[src/rtl/lm32_tlb_refill.sv]
// Hardware page-table walker refilling the LM32 instruction TLB over a private Wishbone read port.
// Define CFG_TLB_REFILL_TWO_LEVEL_EN for a directory + leaf walk; otherwise a single linear table is used.
module lm32_tlb_refill #(
   parameter int page_size     = 4096,
   parameter int pte_valid_bit = 0
) (
   input  logic        clk_i,
   input  logic        rst_i,
   input  logic [31:0] ptbr_i,
   input  logic        miss_i,
   input  logic [31:0] miss_vaddr_i,
   input  logic        abort_i,
   output logic        busy_o,
   output logic        tlb_upd_o,
   output logic [31:0] tlb_vaddr_o,
   output logic [31:0] tlb_paddr_o,
   output logic        fault_o,
   output logic [31:0] fault_vaddr_o,
   output logic [31:0] pt_adr_o,
   output logic        pt_cyc_o,
   output logic        pt_stb_o,
   input  logic [31:0] pt_dat_i,
   input  logic        pt_ack_i,
   input  logic        pt_err_i
);

   localparam int OFS = $clog2(page_size);

   typedef enum logic [2:0] {
      IDLE   = 3'd0,
`ifdef CFG_TLB_REFILL_TWO_LEVEL_EN
      L1     = 3'd1,
`endif
      L2     = 3'd2,
      UPDATE = 3'd3,
      FAULT  = 3'd4
   } state_t;

   state_t            state, state_nx;
   logic [31:0]       va;
   logic [31:OFS]     pte_page;
   logic [31:OFS]     tlb_va_page;
   logic [31:0]       l2_adr;
   logic              entry_valid;
   logic              unused_bits;

   function automatic logic [31:0] page_base(input logic [31:0] a);
      return {a[31:OFS], {OFS{1'b0}}};
   endfunction

   assign entry_valid = pt_dat_i[pte_valid_bit];
   assign unused_bits = ^{ptbr_i[OFS-1:0], pt_dat_i[OFS-1:0]};

`ifdef CFG_TLB_REFILL_TWO_LEVEL_EN
   logic [31:OFS]     dir_page;
   logic [31:0]       l1_adr;
   assign l1_adr = page_base(ptbr_i) + (32'(va[31:OFS+10]) << 2);
   assign l2_adr = {dir_page, {OFS{1'b0}}} + (32'(va[OFS+9:OFS]) << 2);
`else
   // Linear table: one word per virtual page, indexed straight off the PTBR.
   assign l2_adr = page_base(ptbr_i) + (32'(va[31:OFS]) << 2);
`endif

   always_ff @(posedge clk_i or negedge rst_i) begin
      if (!rst_i) begin
         state       <= IDLE;
         va          <= '0;
         pte_page    <= '0;
         tlb_va_page <= '0;
`ifdef CFG_TLB_REFILL_TWO_LEVEL_EN
         dir_page    <= '0;
`endif
      end else begin
         state <= state_nx;
         if (state == IDLE && state_nx != IDLE)
            va <= miss_vaddr_i;
`ifdef CFG_TLB_REFILL_TWO_LEVEL_EN
         if (state == L1 && state_nx == L2)
            dir_page <= pt_dat_i[31:OFS];
`endif
         // The TLB-facing address pair only moves on a successful leaf read.
         if (state == L2 && state_nx == UPDATE) begin
            pte_page    <= pt_dat_i[31:OFS];
            tlb_va_page <= va[31:OFS];
         end
      end
   end

   always_comb begin
      state_nx = state;
      pt_adr_o = '0;
      pt_cyc_o = 1'b0;
      case (state)
         IDLE: begin
            if (miss_i && !abort_i)
`ifdef CFG_TLB_REFILL_TWO_LEVEL_EN
               state_nx = L1;
`else
               state_nx = L2;
`endif
         end
`ifdef CFG_TLB_REFILL_TWO_LEVEL_EN
         L1: begin
            pt_adr_o = l1_adr;
            pt_cyc_o = 1'b1;
            if (abort_i)
               state_nx = IDLE;
            else if (pt_err_i)
               state_nx = FAULT;
            else if (pt_ack_i)
               state_nx = entry_valid ? L2 : FAULT;
         end
`endif
         L2: begin
            pt_adr_o = l2_adr;
            pt_cyc_o = 1'b1;
            // Abort beats a concurrent ack/err; err beats ack.
            if (abort_i)
               state_nx = IDLE;
            else if (pt_err_i)
               state_nx = FAULT;
            else if (pt_ack_i)
               state_nx = entry_valid ? UPDATE : FAULT;
         end
         UPDATE:  state_nx = IDLE;
         FAULT:   state_nx = IDLE;
         default: state_nx = IDLE;
      endcase
   end

   assign pt_stb_o      = pt_cyc_o;
   assign busy_o        = (state != IDLE);
   assign tlb_upd_o     = (state == UPDATE);
   assign fault_o       = (state == FAULT);
   assign tlb_vaddr_o   = {tlb_va_page, {OFS{1'b0}}};
   assign tlb_paddr_o   = {pte_page, {OFS{1'b0}}};
   assign fault_vaddr_o = va;

endmodule
[config.mk]
export PLATFORM = sky130hd
export DESIGN_NAME = lm32_tlb_refill
export DESIGN_NICKNAME = d
export VERILOG_FILES = /design/src/rtl/lm32_tlb_refill.sv
export SDC_FILE = /design/constraint.sdc
export NUM_CORES = 1
export LEC_CHECK = 0
export BUFFER_PORTS_ARGS = -buffer_cell sky130_fd_sc_hd__buf_2
export CELL_PAD_IN_SITES_DETAIL_PLACEMENT = 1
export CELL_PAD_IN_SITES_GLOBAL_PLACEMENT = 1
export CORE_MARGIN = 8
export CORE_UTILIZATION = 25
export CTS_CLUSTER_DIAMETER = 60
export DETAILED_ROUTE_END_ITERATION = 10
export PLACE_DENSITY = 0.64
export SKIP_LAST_GASP = 1
export SYNTH_ARGS = -nofsm -noshare
export SYNTH_HDL_FRONTEND = slang
export SYNTH_SLANG_ARGS = --single-unit
[constraint.sdc]
create_clock -name clk_i -period 3.8 [get_ports clk_i]
set_clock_uncertainty 0.05 [all_clocks]
set_input_delay 0.76 -clock clk_i [delete_from_list [all_inputs] [get_ports clk_i]]
set_output_delay 0.76 -clock clk_i [all_outputs]
set_load 0.05 [all_outputs]
==> reports/metrics.cfg, run 1 <==
[floorplan]
fp.dieW_um = 142
start_util_pct = 25.2
die_y_um = 142
io_pins = 235
rows = 46
core_region_area_mm2 = 0.0157
dieArea_mm2 = 0.0201

[worst_setup_path]
start_kind = input port
cp_slowest_cell = o41ai_4
crit_path_end_kind = output port
crit_fanout = 8
crit_path_max_incr_delay_ps = 400
crit_arrival_ps = 2810
crit_start = ptbr_i[17]
r2r.worst_path.cells = 5
crit_cells = 9
critPathRequiredTime_ps = 2990
path_buf_inv = 3
rrSetupSlack_ps = 980
r2r-start = state[1]
cp_cell_sequence = buf_2 > ha_1 > o21ai_0 > nor2_1 > o41ai_4 > buf_4 > o21ai_0 > a21oi_1 > buf_2
path_delay_family = compound AO/OA/AOI/OAI gates
crit_path_end = pt_adr_o[25]
worst_r2r_endpoint = tlb_va_page[25]
setup.worst_path.class = in2out

[placement]
post-dp-hpwl_um = 9920
port_buffers = 185
dpl.cell_count = 711
place_congestion = 0.814

[detailed_routing]
route.detailed.drc = 0
wl_um = 12900
via_per_inst = 4.36
ant_nets = 0
wl_per_cell_um = 17.8
drtIter0Drc = 46
vias = 3169
dr.pass1.iters = 4

[sta]
timing.final.crit_share_pct = 95.3
finalSetupTns_ps = 0
tightestPinTransition_ps = 994
rsz0062_at_grt = no
min_period_ps = 3620
max_slew_margin_pct = 33.7
holdWs_ps = 440
hold_viol_final = 0
max_freq_mhz = 276
drv_slew = 0
finalSetupViolCount = 0

[global_routing]
grt_pass1_wl_um = 20400
antenna_found_initial = 0
first_global_vias = 3735
grt_use_total_pct = 13.0
grt_max_degree = 76
grt_overflow_total = 0

[logic_synthesis]
async_flop_share_pct = 100
ys_types = 44
synth_cells = 317
ys.flop_type = dfrtp_1
synth_area_leaders = dfrtp_1 (47%), mux2_2 (12%), mux2_4 (11%), buf_4 (5.1%), ha_1 (3.2%)
ys_warn_count = 0
syn-cell-area_mm2 = 0.00396
synth_top_area_share_pct = 47.4
synth-seq-cells = 75
synth_edf_count = 0
synth.avg_cell_area_um2 = 12.5
synth_top_area_cell = dfrtp_1
seq_area_frac_synth_pct = 47.4

[hold_path]
hold_start = pte_page[31]
hp-class = reg2reg

[layout]
syn2layout_area_growth_pct = 35.1
fin_util_pct = 34.1
layout.nets = 619
num_antenna_cells = 0
final_cells = 727
layout-drive-gt1-share_pct = 56.4

[clock_network]
cts_setup_buffers = 0
htree_levels = 3
cts_hold_buf = 0
path_clk_slew_ps = 70
clockBufferDepth = 2
cts.sinks = 75
clockRootBuffer = clkbuf_16
cts_resized = 0
clk_latency_ps = 340
numCtsBuffers = 9
cts_tree = built

[power]
p_leak_nw = 2.85
power_density_mw_per_mm2 = 671
total_power_w = 0.00359
ir_drop_mv = 0.312

[run]
drv_cap = 0

[outcome]
outcome = finished, final reports clean

## worst register-to-register path: stages (launching register included)
cell     delay, ps
dfrtp_1        690
nand2_1        420
buf_4          320
nor4_4         520
buf_12         320
mux2_2         390
## report_power, final
part	internal, W	total [W]	switching, W	leakage [nW]
Combinational	0.000451	0.00160	0.00115	1.77
Clock	0.000519	0.000894	0.000374	0.145
Sequential	0.000974	0.00110	0.000122	0.939
Total	0.00194	0.00359	0.00165	2.85
## cells in the final DEF, fill, tap and decap left out, types with 3 or more instances in the layout
cell type and instances:
nor2_1 14, dfrtp_1 75, buf_2 183, conb_1 26, a21oi_1 11, nand2_1 12
mux2_2 41, a21oi_2 5, xor2_1 3, and3_1 12, nor3_1 5, buf_4 7
or3_1 6, ha_1 10, or4_1 3, nand4_1 3, mux2_4 29, clkbuf_16 9
o21ai_0 11, mux2i_1 3, inv_1 5
## routing by layer
layer | routed length [µm] | share of wire [%] | vias to the layer above | track usage (%)
li1 | - | - | 1458 | -
met1 | 5040 | 39 | 1560 | 14.0
met2 | 6170 | 48 | 138 | 21.7
met3 | 1540 | 12 | 13 | 6.82
met4 | 153 | 1.2 | 0 | 3.67
met5 | 0 | 0 | - | 0
## cell type report
cell class              count  area (µm²)
fillers                  1829       10400
multi-input cells         223        1880
flip-flops and latches     75        1880
repair buffers            192         996
well taps                 216         270
clock buffers               9         225
clock inverters             7        82.6
inverters                   5        18.8
## cells in the mapped netlist (all sizes together) (3+ instances only)
| master | count |
|---|---|
| clkbuf | 4 |
| a21oi | 16 |
| nand2 | 12 |
| ha | 10 |
| xor2 | 3 |
| mux2i | 3 |
| o21ai | 11 |
| nand4 | 3 |
| or4 | 3 |
| and3 | 12 |
| dfrtp | 75 |
| or3 | 7 |
| inv | 5 |
| nor2 | 14 |
| buf | 35 |
| nor3 | 5 |
| mux2 | 72 |
## worst min path at each step
| stage | endpoint | slack, ps | cells after the start |
|---|---|---|---|
| after floorplan | fault_vaddr_o[0] | 410 | 0 |
| after global placement | pte_page[21] | 420 | 1 |
| after detailed placement | pte_page[21] | 430 | 1 |
| after CTS | pte_page[31] | 450 | 1 |
| after global routing | pte_page[21] | 460 | 1 |
| final | pte_page[31] | 440 | 1 |
## flip-flops by register name, indices dropped and copies added (netlist names)
signal         flops
fault_vaddr_o     32
state              3
pte_page          20
tlb_va_page       20
## cells by family (layout without fill, tap and decap cells)
| family | Yosys count | after routing | share of synthesized area (%) |
|---|---|---|---|
| flops | 75 | 75 | 47.4 |
| buf+inv | 44 | 213 | 8.28 |
| mux | 75 | 75 | 24.0 |
| simple gates | 65 | 65 | 8.88 |
| fa+ha+maj | 11 | 11 | 3.66 |
| xor+xnor | 5 | 5 | 1.11 |
| compound gates | 41 | 41 | 6.63 |
| other cells | 1 | 26 | 0.0947 |
## per-stage QoR
stage                     worst slack (ps)  instance area, µm²
after floorplan                       56.8                4070
after global placement                 134                5030
after detailed placement              76.9                5030
after CTS                             69.1                5340
after global routing                  14.8                5350
final                                  180                5350
No activity file was read; power rests on OpenSTA's default activity.
==> run 2: changes to the inputs <==
PLACE_DENSITY = 0.66   (was 0.64)
TNS_END_PERCENT = 10   (was not set)
clock period = 3.2 ns   (was 3.8 ns; I/O delays follow)
==> run 2 against run 1 <==
  * Sequential power up 18%
  * Critical path depth is 2 lower
  * First-iteration DRC count is 52% higher
  * Worst setup slack lost 130 ps
  * Wire length is essentially flat
  * Sequential cell count unchanged
==> reports/metrics.cfg, run 2 (synthesis results as in run 1) <==
[power]
p_leak_nw = 2.97  ; +4.0%
power_density_mw_per_mm2 = 768  ; +15%
p_sw_w = 0.00197  ; +20%
clock_power_share_pct = 23.2  ; -1.7 points
ir_drop_mv = 0.313  ; about the same
seq_power_share_pct = 29.6  ; -0.9 points
p_sw_share_pct = 44.9  ; -0.93 points
total_power_w = 0.00439  ; +22%
power_frac_comb_pct = 47.2  ; +2.6 points
intPower_w = 0.00242  ; +24%

[detailed_routing]
route.detailed.drc = 0  ; unchanged
wl_um = 12900  ; about the same
wl_per_cell_um = 17.2  ; -3.2%
ant_nets = 0  ; unchanged
via_per_inst = 4.34  ; -0.42%
vias = 3260  ; +2.9%
drtIter0Drc = 70  ; +52%
dr.pass1.iters = 4  ; unchanged

[worst_setup_path]
r2r-start = state[2]
setup.worst_path.class = reg2out
crit_fanout = 4  ; -4
critPathRequiredTime_ps = 2510  ; -480 ps
crit_arrival_ps = 2470  ; -340 ps
crit_path_end_kind = output port
r2r.worst_path.cells = 4  ; -1
worst_r2r_endpoint = fault_vaddr_o[25]
rrSetupSlack_ps = 740  ; -240 ps
start_kind = flip-flop

[sta]
finalSetupTns_ps = 0  ; unchanged
fin_ws_ps = 44.8  ; -135 ps
timing.final.crit_share_pct = 98.6
hold_viol_final = 0  ; unchanged
rsz0062_at_grt = yes
finalSetupViolCount = 0  ; unchanged
max_freq_mhz = 317
drv_slew = 0  ; unchanged
tightestPinTransition_ps = 962  ; -32.3 ps
min_period_ps = 3160
max_slew_margin_pct = 35.9  ; +2.2 points

[clock_network]
cts_tree = built
path_clk_slew_ps = 60  ; about the same
cts.sinks = 75  ; unchanged
clk_latency_ps = 330  ; about the same
cts_hold_buf = 0  ; unchanged
numCtsBuffers = 9  ; unchanged
clockBufferDepth = 2  ; unchanged
clockRootBuffer = clkbuf_16
htree_levels = 3  ; unchanged

[floorplan]
fp.dieW_um = 142  ; unchanged
rows = 46  ; unchanged
io_pins = 235  ; unchanged
core_region_area_mm2 = 0.0157  ; unchanged
start_util_pct = 25.2  ; unchanged
dieArea_mm2 = 0.0201  ; unchanged
die_y_um = 142  ; unchanged

[run]
drv_cap = 0  ; unchanged

[placement]
place_congestion = 0.783  ; -3.9%
post-place-ws_ps = -237  ; -314 ps
post-dp-hpwl_um = 9880  ; -0.46%
port_buffers = 185  ; unchanged

[hold_path]
hp-class = in2async

[global_routing]
grt_overflow_total = 0  ; unchanged
antenna_found_initial = 0  ; unchanged
first_global_vias = 3723  ; -0.32%
grt_max_degree = 76  ; unchanged
grt_use_total_pct = 12.6  ; -0.32 points
grt_pass1_wl_um = 20200  ; -1.0%

[layout]
layout-drive-gt1-share_pct = 62.0  ; +5.6 points
final_common_cell = buf_2
syn2layout_area_growth_pct = 44.2
layout.nets = 642  ; +3.7%
largest_reg_flops = 32  ; unchanged
fill_cells = 1792  ; -2.0%
layout_common_cells = buf_2 (175), dfrtp_1 (74), mux2_2 (41), buf_4 (31), mux2_4 (29)

[outcome]
outcome = finished, final reports clean

## run 2: changes by cell type in the layout (fill, tap and decap cells not counted), moves of 3 or more
cell,delta
o21ai_0,-3
buf_6,+7
ha_4,+8
o21ai_1,+3
a21oi_1,-6
buf_2,-8
buf_4,+24
a21oi_2,+5
ha_1,-8
## run 2: metrics by stage
step                cell area, µm²  cells  utilization, %  hold WS, ps
floorplan                     4090    342               -          294
global placement              5140    725            32.7          414
detailed placement            5140    725            32.7          429
CTS                           5630    746            35.8          443
global route                  5710    750            36.3          466
finish                        5710    751            36.4          423
## run 2: area by class of cell
type / instances / area, µm² / share of cell area [%]
Antenna cell: 1 / 2.50 / 0.0438
Clock buffer: 9 / 225 / 3.94
Clock inverter: 7 / 76.3 / 1.34
Inverter: 5 / 18.8 / 0.329
Multi-Input combinational cell: 223 / 2040 / 35.7
Sequential cell: 75 / 1880 / 32.9
Tap cell: 216 / 270 / 4.73
Timing Repair Buffer: 215 / 1200 / 21.0
## run 2: worst max path at each step
stage	start	to	cells past startpoint
2_1_floorplan	fault_vaddr_o[22]	pt_adr_o[22]	7
3_3_place_gp	ptbr_i[12]	pt_adr_o[26]	10
3_5_place_dp	ptbr_i[12]	pt_adr_o[30]	10
4_1_cts	fault_vaddr_o[22]	pt_adr_o[26]	9
5_1_grt	fault_vaddr_o[25]	pt_adr_o[31]	7
6_report	fault_vaddr_o[25]	pt_adr_o[31]	7
## run 2: power groups by stage
stage | clock network, W | registers, W | logic (W)
6_report | 0.00102 | 0.00130 | 0.00207
3_3_place_gp | 0 | 0.00130 | 0.00193
2_1_floorplan | 0 | 0.00203 | 0.000720
3_5_place_dp | 0 | 0.00131 | 0.00196
4_1_cts | 0.00106 | 0.00130 | 0.00204
5_1_grt | 0.00110 | 0.00134 | 0.00218
## run 2: worst max-delay path, stage by stage, from the launching register on
cell and delay (ps):
dfrtp_2 440, ha_4 280, nand4_1 190, a21oi_2 240, o41ai_4 120, or4_1 430, a21oi_2 160, buf_2 280
## run 2: layer usage
layer / up-vias / global-route usage, % / wire length, µm
met4: 0 / 3.79 / 213
met2: 125 / 22.4 / 6590
met3: 18 / 4.91 / 1100
li1: 1507 / - / -
met1: 1610 / 13.6 / 5010
met5: - / 0 / 0
## run 2: repair_timing
item / in CTS / in global routing
endpoints found under the hold margin: 0 / 0
gates cloned: 1 / 0
pin swaps: 6 / 12
setup endpoints to repair: 13 / 12
setup buffers: 4 / 4
resized for setup: 28 / 13
==> run 3: changes to the inputs <==
BUFFER_PORTS_ARGS = not set   (was -buffer_cell sky130_fd_sc_hd__buf_2)
DONT_BUFFER_PORTS = 1   (was not set)
PLACE_DENSITY = 0.48   (was 0.66)
==> run 3 against run 2 <==
  * The run now ends with setup timing left
  * Clock power is 17% higher
  * Wire length down 6.8%
  * Clock-buffer cell count unchanged
  * Utilization fell by 4.0 points
  * Die area did not move
  * Register-to-register slack better by 30 ps
  * Cell count decreased by 22%
  * Design area decreased by 11%
==> reports/metrics.cfg, run 3 (synthesis results as in run 1) <==
[sta]
hold_viol_final = 0  ; unchanged
fin_ws_ps = -10.3  ; -55.1 ps
drv_slew = 0  ; unchanged
finalSetupViolCount = 3  ; +3
timing.final.crit_share_pct = 100  ; +1.7 points
min_period_ps = 3210  ; +55.1 ps
rsz0062_at_grt = yes
tightestPinTransition_ps = 625  ; -336 ps
max_freq_mhz = 311  ; -1.7%
max_slew_margin_pct = 58.3  ; +22 points

[power]
power_density_mw_per_mm2 = 852  ; +11%
p_leak_nw = 2.33  ; -22%
total_power_w = 0.00433  ; -1.4%
ir_drop_mv = 0.313  ; +0.15%

[layout]
stdcell_area_mm2 = 0.00508  ; -11%
final_common_cell = dfrtp_1
fill_cells = 1713  ; -4.4%
multiInputGateArea_mm2 = 0.00209  ; +2.5%
syn2layout_area_growth_pct = 28.2
largest_reg_flops = 32  ; unchanged
layout-drive-gt1-share_pct = 47.2  ; -15 points
register_area_mm2 = 0.00188  ; about the same
layout.nets = 477  ; -26%
layout_common_cells = dfrtp_1 (75), mux2_2 (41), buf_4 (40), mux2_4 (29), conb_1 (26)

[detailed_routing]
wl_um = 12000  ; -6.8%
dr.pass1.iters = 4  ; unchanged
ant_nets = 0  ; unchanged
wl_per_cell_um = 20.5  ; +19%
vias = 2616  ; -20%
route.detailed.drc = 0  ; unchanged
drtIter0Drc = 91  ; +30%
via_per_inst = 4.46  ; +2.8%

[global_routing]
grt_max_degree = 76  ; unchanged
antenna_found_initial = 0  ; unchanged
first_global_vias = 2929  ; -21%
grt_pass1_wl_um = 17800  ; -12%
grt_use_total_pct = 11.7  ; -0.92 points
grt_overflow_total = 0  ; unchanged

[floorplan]
die_y_um = 142  ; unchanged
rows = 46  ; unchanged
start_util_pct = 25.2  ; unchanged
io_pins = 235  ; unchanged
core_region_area_mm2 = 0.0157  ; unchanged
dieArea_mm2 = 0.0201  ; unchanged
fp.dieW_um = 142  ; unchanged

[clock_network]
htree_levels = 3  ; unchanged
path_clk_slew_ps = 60  ; about the same
clk_latency_ps = 340  ; about the same
clockRootBuffer = clkbuf_16
clockBufferDepth = 2  ; unchanged
cts.sinks = 75  ; unchanged
numCtsBuffers = 9  ; unchanged
cts_tree = built

[placement]
post-dp-hpwl_um = 8770  ; -11%
placed_area_mm2 = 0.00447  ; -13%
port_buffers = 0  ; -100%
place_congestion = 0.735  ; -6.1%

[run]
drv_cap = 0  ; unchanged

[worst_setup_path]
crit_fanout = 8  ; +4
start_kind = flip-flop
setup.worst_path.class = reg2out
crit_path_end_kind = output port
crit_arrival_ps = 2520  ; +50 ps
critPathRequiredTime_ps = 2510  ; about the same

[outcome]
outcome = complete, but fails checks
violations = setup timing

[hold_path]
hp-class = in2async

==> run 3: layout make-up <==
class	count	area share, %
repair buffers	50	9.31
multi-input cells	223	41.1
inverters	5	0.369
clock inverters	7	2.44
clock buffers	9	4.43
well taps	216	5.32
flip-flops and latches	75	36.9
diodes	1	0.0493
==> run 3: routing by layer <==
metal	global-route usage (%)	vias to the layer above	routed length (µm)	share of wire [%]
li1	-	1170	-	-
met1	12.6	1304	4410	37
met2	18.8	129	5930	49
met3	6.96	13	1530	13
met4	4.01	0	167	1.4
met5	0	-	0	0
==> run 3: repair_timing <==
item / in CTS / in global routing
setup endpoints to repair: 12 / 13
gates cloned: 1 / 0
resized for setup: 17 / 23
hold buffers: 1 / 0
pin swaps: 8 / 14
buffers inserted: 2 / 1
endpoints found under the hold margin: 75 / 0
==> run 3: worst paths after layout <==
kind	slack, ps	cells past startpoint	to	start
worst max register to register	770	4	fault_vaddr_o[24]	state[2]
worst min register to register	710	4	state[2]	state[2]
worst max-delay path	-10	9	pt_adr_o[27]	fault_vaddr_o[26]
min in group clk_i	320	1	state[2]	abort_i
max in group asynchronous	2640	1	tlb_va_page[26]	rst_i
worst min-delay path	140	1	pte_page[29]	rst_i
==> run 3: metrics by stage <==
stage                     util, %  hold slack, ps  cells  TNS [ps]  setup slack, ps
after floorplan                 -             294    342     -1430             -253
after global placement       28.5             297    564     -87.8            -37.3
after detailed placement     28.5             297    564      -224            -86.7
after CTS                    31.5             143    584     -72.9            -39.8
after global routing         32.3             157    585      -850             -128
final                        32.3             145    586     -27.0            -10.3
==> run 3: worst max-delay path, cell delays in order, from the launching register on <==
cell and delay [ps]:
dfrtp_1 410, ha_4 310, nand4_1 180, buf_4 190
a21oi_4 150, o41ai_4 120, buf_6 160, or3_4 380
a21oi_4 130, buf_6 170
==> run 3: power by group <==
group / leakage [nW] / internal [W] / total, W / switching (W)
clock: 0.167 / 0.000769 / 0.00119 / 0.000422
sequential: 0.939 / 0.00114 / 0.00197 / 0.000830
combinational: 1.22 / 0.000495 / 0.00116 / 0.000670
total: 2.33 / 0.00241 / 0.00433 / 0.00192
